--- src/rtl/fpu_pkg.sv ---
// Shared encodings for the FPU op sequencer: op codes, status codes, the
// quiet-NaN result used on abort, and the sequencer state enum.
package fpu_pkg;

  localparam logic [2:0] OP_ADD  = 3'd0;
  localparam logic [2:0] OP_SUB  = 3'd1;
  localparam logic [2:0] OP_MUL  = 3'd2;
  localparam logic [2:0] OP_DIV  = 3'd3;
  localparam logic [2:0] OP_SQRT = 3'd4;

  localparam logic [1:0] ST_OK      = 2'b00;
  localparam logic [1:0] ST_ILLEGAL = 2'b01;
  localparam logic [1:0] ST_TIMEOUT = 2'b10;

  localparam logic [31:0] QNAN = 32'h7FC0_0000;

  typedef enum logic [1:0] {
    S_IDLE,
    S_START,
    S_WAIT,
    S_HOLD
  } state_e;

endpackage

--- src/rtl/fpu_op_sequencer.sv ---
// Issues one FPU op at a time to a bank of functional units, waits (with a
// saturating timeout) for completion and holds the result until taken.
//
// state   | meaning
// IDLE    | ready for a request; illegal ops go straight to HOLD with a NaN
// START   | one-cycle start pulse to the selected unit, timeout cleared
// WAIT    | unit enabled, counting cycles until unit_done or TIMEOUT
// HOLD    | result/status presented until downstream accepts
module fpu_op_sequencer
  import fpu_pkg::*;
#(
  parameter int TIMEOUT = 63
) (
  input  logic        clk,
  input  logic        rst_n,
  input  logic        in_valid,
  output logic        in_ready,
  input  logic [2:0]  op,
  input  logic [31:0] a,
  input  logic [31:0] b,
  output logic [4:0]  unit_en,
  output logic        unit_start,
  output logic [31:0] unit_a,
  output logic [31:0] unit_b,
  input  logic        unit_done,
  input  logic [31:0] unit_result,
  output logic        out_valid,
  input  logic        out_ready,
  output logic [31:0] result,
  output logic [1:0]  status
);

  localparam int CW = (TIMEOUT < 1) ? 1 : $clog2(TIMEOUT + 1);
  localparam logic [CW-1:0] CNT_MAX = CW'(TIMEOUT);

  state_e        state_q, state_d;
  logic [2:0]    op_q, op_d;
  logic [31:0]   a_q, a_d;
  logic [31:0]   b_q, b_d;
  logic [31:0]   result_q, result_d;
  logic [1:0]    status_q, status_d;
  logic [CW-1:0] cnt_q, cnt_d;
  logic [4:0]    op_onehot;
  logic          op_legal;

  assign op_legal = (op <= OP_SQRT);

  always_comb begin
    op_onehot = '0;
    case (op_q)
      OP_ADD:  op_onehot = 5'b00001;
      OP_SUB:  op_onehot = 5'b00010;
      OP_MUL:  op_onehot = 5'b00100;
      OP_DIV:  op_onehot = 5'b01000;
      OP_SQRT: op_onehot = 5'b10000;
      default: op_onehot = '0;
    endcase
  end

  always_comb begin
    state_d    = state_q;
    op_d       = op_q;
    a_d        = a_q;
    b_d        = b_q;
    result_d   = result_q;
    status_d   = status_q;
    cnt_d      = cnt_q;
    in_ready   = 1'b0;
    unit_start = 1'b0;
    unit_en    = '0;
    out_valid  = 1'b0;

    case (state_q)
      S_IDLE: begin
        in_ready = 1'b1;
        if (in_valid) begin
          if (op_legal) begin
            op_d    = op;
            a_d     = a;
            b_d     = b;
            state_d = S_START;
          end else begin
            result_d = QNAN;
            status_d = ST_ILLEGAL;
            state_d  = S_HOLD;
          end
        end
      end
      S_START: begin
        unit_start = 1'b1;
        unit_en    = op_onehot;
        cnt_d      = '0;
        state_d    = S_WAIT;
      end
      S_WAIT: begin
        unit_en = op_onehot;
        // completion is checked first so a done on the timeout cycle still succeeds
        if (unit_done) begin
          result_d = unit_result;
          status_d = ST_OK;
          state_d  = S_HOLD;
        end else if (cnt_q == CNT_MAX) begin
          result_d = QNAN;
          status_d = ST_TIMEOUT;
          state_d  = S_HOLD;
        end else begin
          cnt_d = cnt_q + 1'b1;
        end
      end
      S_HOLD: begin
        out_valid = 1'b1;
        if (out_ready) state_d = S_IDLE;
      end
      default: state_d = S_IDLE;
    endcase
  end

  always_ff @(posedge clk or negedge rst_n) begin
    if (!rst_n) begin
      state_q  <= S_IDLE;
      op_q     <= '0;
      a_q      <= '0;
      b_q      <= '0;
      result_q <= '0;
      status_q <= '0;
      cnt_q    <= '0;
    end else begin
      state_q  <= state_d;
      op_q     <= op_d;
      a_q      <= a_d;
      b_q      <= b_d;
      result_q <= result_d;
      status_q <= status_d;
      cnt_q    <= cnt_d;
    end
  end

  assign unit_a = a_q;
  assign unit_b = b_q;
  assign result = result_q;
  assign status = status_q;

endmodule

--- config.mk ---
export PLATFORM = sky130hd
export DESIGN_NAME = fpu_op_sequencer
export DESIGN_NICKNAME = d
export VERILOG_FILES = /design/src/rtl/fpu_pkg.sv /design/src/rtl/fpu_op_sequencer.sv
export SDC_FILE = /design/constraint.sdc
export NUM_CORES = 1
export LEC_CHECK = 0
export CORE_MARGIN = 4
export CORE_UTILIZATION = 42
export DETAILED_ROUTE_END_ITERATION = 7
export GPL_TIMING_DRIVEN = 0
export PLACE_DENSITY_LB_ADDON = 0.3
export RECOVER_POWER = 50
export SKIP_LAST_GASP = 1
export SLEW_MARGIN = 15
export SYNTH_ARGS = -nofsm -noshare
export SYNTH_HDL_FRONTEND = slang
export SYNTH_SLANG_ARGS = --single-unit
--- constraint.sdc ---
create_clock -name clk -period 2.35 [get_ports clk]
set_input_delay 0.235 -clock clk [delete_from_list [all_inputs] [get_ports clk]]
set_output_delay 0.235 -clock clk [all_outputs]
set_load 0.005 [all_outputs]
==> out/qor.yml, run 1 <==
grt:
  grt_util_all_layers_pct: 19.2
  grt_pass1_vias: 3956
  grt_pass1_wl_um: 19600
  grt_max_degree: 65
  grt_overflow: 0
  antenna_found_initial: 0
worst_setup_path:
  cp-start-kind: "flip-flop"
  cp_num_buf_inv: 2
  cp_data_arrival_time_ps: 1920
  worst_path_max_delay_cell: "clkdlybuf4s50_1"
  slowest_delay_ps: 530
  crit_required_ps: 2120
  critPathKind: "flip-flop to primary output"
  r2r_slack_ps: 230
  cp_max_fo: 4
  worstPathCellList: "inv_2 -> ha_4 -> nor2b_4 -> nor3b_1 -> clkdlybuf4s50_1"
  worstSetupEndpointType: "primary output"
  cp_top_family: "buffers and inverters"
finish:
  final_cells: 707
  layout_commonest_cell: "clkdlybuf4s50_1"
  nets: 672
  area_growth_pct: 54.3
  drive_gt1_share_pct: 22.2
  final_cell_area_um2: 7200
  diodes: 0
  layout_common_cells: "154 x clkdlybuf4s50_1, 109 x dfrtp_1, 87 x mux2_2"
drt:
  drc: 0
  drtIter0Drc: 152
  vias: 3517
  wire_per_inst_um: 17.0
  wirelength_um: 12100
  antenna_left: 0
  vias_per_cell: 4.97
  firstDrtPassIters: 4
sta:
  timing.hold.ws_ps: 333
  post-route-min-period_ps: 2160
  worst_slew_pin_slew_ps: 1220
  final_hold_viol_count: 0
  period_share_pct: 91.9
  slew_headroom_pct: 18.5
  slew_viol_final: 0
  finClkSkew_ps: 5.96
  rsz0062_at_grt: "false"
  setup_ws_ps: 190
  timing.fmax_mhz: 463
  setup_viol: 0
floorplanning:
  die-height_um: 113
  rows: 38
  dieWidth_um: 113
  coreArea_um2: 10800
  dieArea_um2: 12900
  initial_core_util_pct: 43.0
  design.portCount: 210
power:
  power_leakage_nw: 3.25
  vdd.ir_drop.worst_v: 0.000630
  power.density_nw_per_um2: 1180
logic_synthesis:
  yosysSeqAreaShare_pct: 58.5
  synth-main-ff-cell: "dfrtp_1"
  synthArstFlopShare_pct: 100
  synth_seq_cells: 109
  synth_nets: 449
  postSynthCellCount: 339
  syn_avg_cell_area_um2: 13.8
  synth_edf_count: 0
  yosysUniqueCellTypes: 38
  ys_warn_count: 0
  syn_area_um2: 4670
cts:
  clockBufferDepth: 2
  numCtsBuffers: 9
  numClockSinks: 109
  cts_tree: "built"
  h-tree-depth: 3
  clk_pin_slew_worst_paths_ps: 90
  clock-root-buffer: "clkbuf_8"
  clock_latency_ps: 350
placed_design:
  gp_congestion: 0.835
  io_buffers: 208
  place_inst: 688
  dpl.hpwl_um: 9260
  place_area_um2: 6950
  pre_cts_slack_ps: 131
job:
  drv_cap: 0
worst_hold_path:
  hp-class: "input port to flip-flop"
outcome:
  outcome: "finished, final reports clean"
[power by group]
part | switching (mW) | internal (mW) | leakage [nW] | total, mW
registers | 0.465 | 2.76 | 1.33 | 3.23
logic | 1.46 | 2.60 | 1.82 | 4.06
clock network | 0.591 | 0.597 | 0.107 | 1.19
total | 2.52 | 5.96 | 3.25 | 8.48
[tightest hold or removal path: cells and delay by family]
family | cells | cell delay [ps]
AND/OR/NAND/NOR | 1 | 100
AO/OA/AOI/OAI | 1 | 70
buffers and inverters | 2 | 230
[layer usage]
| layer | GRT usage (%) | vias up | part of all wire [%] |
|---|---|---|---|
| li1 | - | 1636 | - |
| met1 | 21.4 | 1713 | 38 |
| met2 | 32.4 | 155 | 49 |
| met3 | 9.71 | 13 | 12 |
| met4 | 5.53 | 0 | 1.5 |
| met5 | 0 | - | 0 |
[flip-flops by register name, indices dropped and copies added, names as in the netlist]
signal and cells:
unit_b 32, cnt_q 6, status 2, state_q 2, result 32, op_q 3
unit_a 32
[synth_stat cells, types with 2 or more instances]
library cell | n | area [µm²]
a211oi_1 | 2 | 15.0
a21oi_1 | 8 | 40.0
and3_1 | 27 | 169
buf_2 | 3 | 15.0
buf_4 | 5 | 37.5
buf_6 | 3 | 33.8
clkbuf_1 | 6 | 22.5
dfrtp_1 | 109 | 2730
ha_1 | 6 | 75.1
inv_1 | 17 | 63.8
mux2_1 | 3 | 33.8
mux2_2 | 87 | 980
mux2i_1 | 15 | 150
nand2_1 | 6 | 22.5
nand3_1 | 2 | 10.0
nand4_1 | 2 | 12.5
nor2_1 | 11 | 41.3
nor2b_1 | 2 | 12.5
nor3_1 | 3 | 15.0
o21ai_0 | 4 | 20.0
[stage by stage]
step	power, mW	utilization [%]	setup TNS, ps
final	8.48	66.4	0
after global routing	9.07	66.4	0
after CTS	8.75	66.3	0
after global placement	7.34	63.9	-337900
after floorplan	4.99	-	0
after detailed placement	7.47	64.1	0
[cells by family (layout without fill, tap and decap cells)]
logic type / Yosys count / after routing / synth area share, %
adder cells (fa/ha/maj): 6 / 6 / 1.61
AO/OA/AOI/OAI: 24 / 24 / 3.57
buffers and inverters: 34 / 262 / 3.70
multiplexers: 105 / 105 / 24.9
AND/OR/NAND/NOR: 60 / 60 / 7.54
XOR/XNOR: 1 / 1 / 0.188
flip-flops: 109 / 109 / 58.5
[what timing repair did]
action                                 CTS  global route
cloned                                   0             0
setup buffers                            2             0
resized for setup                        1             5
endpoints found under the hold margin   45             0
hold buffers                             1             0
setup endpoints to repair                4             4
pin swaps                                0             0
[cell type report]
class                   count  area (µm²)
fillers                   810        3640
flip-flops and latches    109        2730
repair buffers            212        2130
multi-input cells         196        1790
well taps                 140         175
clock buffers              11         131
plain buffers              17         109
clock inverters             5        75.1
inverters                  17        63.8
[path summary, 6_finish.rpt]
check	from	to	depth (start not counted)
worst min-delay path	unit_done	cnt_q[3]$_DFFE_PN0P_	4
max in group asynchronous	rst_n	unit_b[4]$_DFFE_PN0P_	3
worst max-delay path	state_q[1]$_DFFE_PN0P_	unit_en[0]	5
min in group asynchronous	rst_n	state_q[1]$_DFFE_PN0P_	2
worst max register to register	state_q[0]$_DFFE_PN0P_	result[2]$_DFFE_PN0P_	6
worst min register to register	result[3]$_DFFE_PN0P_	result[3]$_DFFE_PN0P_	1
(Power assumes the default switching activity.)
==> run 2, diff against run 1 <==
--- a/config.mk
+++ b/config.mk
@@ -8,9 +8,9 @@
 export CORE_MARGIN = 4
 export CORE_UTILIZATION = 42
 export DETAILED_ROUTE_END_ITERATION = 7
-export GPL_TIMING_DRIVEN = 0
 export PLACE_DENSITY_LB_ADDON = 0.3
 export RECOVER_POWER = 50
+export SKIP_CTS_REPAIR_TIMING = 1
 export SKIP_LAST_GASP = 1
 export SLEW_MARGIN = 15
 export SYNTH_ARGS = -nofsm -noshare
==> out/qor.yml, run 2 (same netlist as run 1, synthesis figures left out) <==
outcome:
  outcome: "finished, final reports clean"
sta:
  slew_viol_final: 0
  period_share_pct: 94.5
  worst_slew_pin_slew_ps: 1320
  finClkSkew_ps: 9.57
  post-route-min-period_ps: 2220
  slew_headroom_pct: 12.0
  setup_viol: 0
  timing.hold.ws_ps: 473
  rsz0062_at_grt: "false"
  final_hold_viol_count: 0
  timing.fmax_mhz: 451
floorplanning:
  coreArea_um2: 10800
  initial_core_util_pct: 43.0
  die-height_um: 113
  design.portCount: 210
  dieArea_um2: 12900
  dieWidth_um: 113
  rows: 38
finish:
  drive_gt1_share_pct: 20.7
  layout_commonest_cell: "clkdlybuf4s50_1"
  nets: 660
  ff_latch_area_um2: 2730
  final_cells: 695
  n_fill_cell: 813
  multi_input_area_um2: 1790
  layout_common_cells: "158 x clkdlybuf4s50_1, 109 x dfrtp_1, 87 x mux2_2"
  diodes: 0
  area_growth_pct: 53.3
placed_design:
  place_inst: 677
  io_buffers: 209
  gp_congestion: 0.854
  dpl.hpwl_um: 8700
grt:
  grt_pass1_wl_um: 18900
  antenna_found_initial: 0
  grt_max_degree: 65
  grt_pass1_vias: 3753
  grt_overflow: 0
  grt_util_all_layers_pct: 18.5
cts:
  numClockSinks: 109
  clock-root-buffer: "clkbuf_8"
  h-tree-depth: 3
  numCtsBuffers: 9
  cts_tree: "built"
  clk_pin_slew_worst_paths_ps: 100
  clockBufferDepth: 2
  clock_latency_ps: 360
worst_setup_path:
  worst_path_max_delay_cell: "clkdlybuf4s50_1"
  crit_required_ps: 2120
  cp-start-kind: "flip-flop"
  critPathKind: "flip-flop to primary output"
  cp_num_buf_inv: 2
  cp_top_family: "buffers and inverters"
  cp_max_fo: 4
  cp_data_arrival_time_ps: 1980
  slowest_delay_ps: 530
  worstSetupEndpointType: "primary output"
  worstPathCellList: "inv_1 -> ha_4 -> nor2b_4 -> nor3b_1 -> clkdlybuf4s50_1"
drt:
  drtIter0Drc: 193
  firstDrtPassIters: 4
  top_layer: "met4"
  wirelength_um: 11600
  antenna_left: 0
  wire_per_inst_um: 16.7
  met2WireLength_um: 5540
  vias: 3448
  vias_per_cell: 4.96
  drc: 0
  m1WireLength_um: 4540
  wl_met3_um: 1370
worst_hold_path:
  hp-class: "input port to flip-flop"
power:
  power.total_mw: 8.46
  vdd.ir_drop.worst_v: 0.000619
  power_leakage_nw: 3.20
  power.density_nw_per_um2: 1180
job:
  drv_cap: 0
==> run 2: changes by cell type in the layout (fill, tap and decap cells not counted), moves of 2 or more <==
cell	previous run	this run
buf_4	7	3
clkbuf_1	8	4
clkdlybuf4s50_1	154	158
buf_12	0	3
clkinv_2	3	0
buf_6	3	0
dlygate4sd3_1	54	51
buf_2	3	1
==> run 2: worst paths after layout <==
path | to | slack (ps) | depth (start not counted) | start
max in group asynchronous | unit_a[25]$_DFFE_PN0P_ | 370 | 3 | rst_n
max | unit_en[0] | 130 | 5 | state_q[0]$_DFFE_PN0P_
min reg2reg | result[15]$_DFFE_PN0P_ | 490 | 1 | result[15]$_DFFE_PN0P_
max reg2reg | result[14]$_DFFE_PN0P_ | 300 | 6 | state_q[0]$_DFFE_PN0P_
min | unit_a[27]$_DFFE_PN0P_ | 470 | 2 | a[27]
min in group asynchronous | result[6]$_DFFE_PN0P_ | 680 | 2 | rst_n
==> run 2: metal layers <==
metal	GRT usage (%)	up-vias
li1	-	1615
met1	21.2	1676
met2	30.5	145
met3	8.91	12
met4	6.25	0
met5	0	-
==> run 2: layout make-up <==
class | instances | share of cell area (%)
clock inverters | 3 | 0.962
clock buffers | 13 | 2.08
inverters | 17 | 0.892
repair buffers | 217 | 30.5
flip-flops and latches | 109 | 38.1
well taps | 140 | 2.45
multi-input cells | 196 | 25.0
==> run 2: per-stage QoR <==
step	setup slack (ps)	setup TNS (ps)	util [%]	cell area (µm²)
after floorplan	498	0	-	4670
after global placement	326	0	63.7	6910
after detailed placement	258	0	63.7	6910
after CTS	-74.3	-130	65.7	7120
after global routing	12.3	0	66.0	7150
final	130	0	66.0	7150
==> run 2: where the power goes <==
| part | switching, mW | internal (mW) | leakage, nW |
|---|---|---|---|
| clock network | 0.605 | 0.634 | 0.108 |
| registers | 0.469 | 2.76 | 1.33 |
| logic | 1.42 | 2.57 | 1.76 |
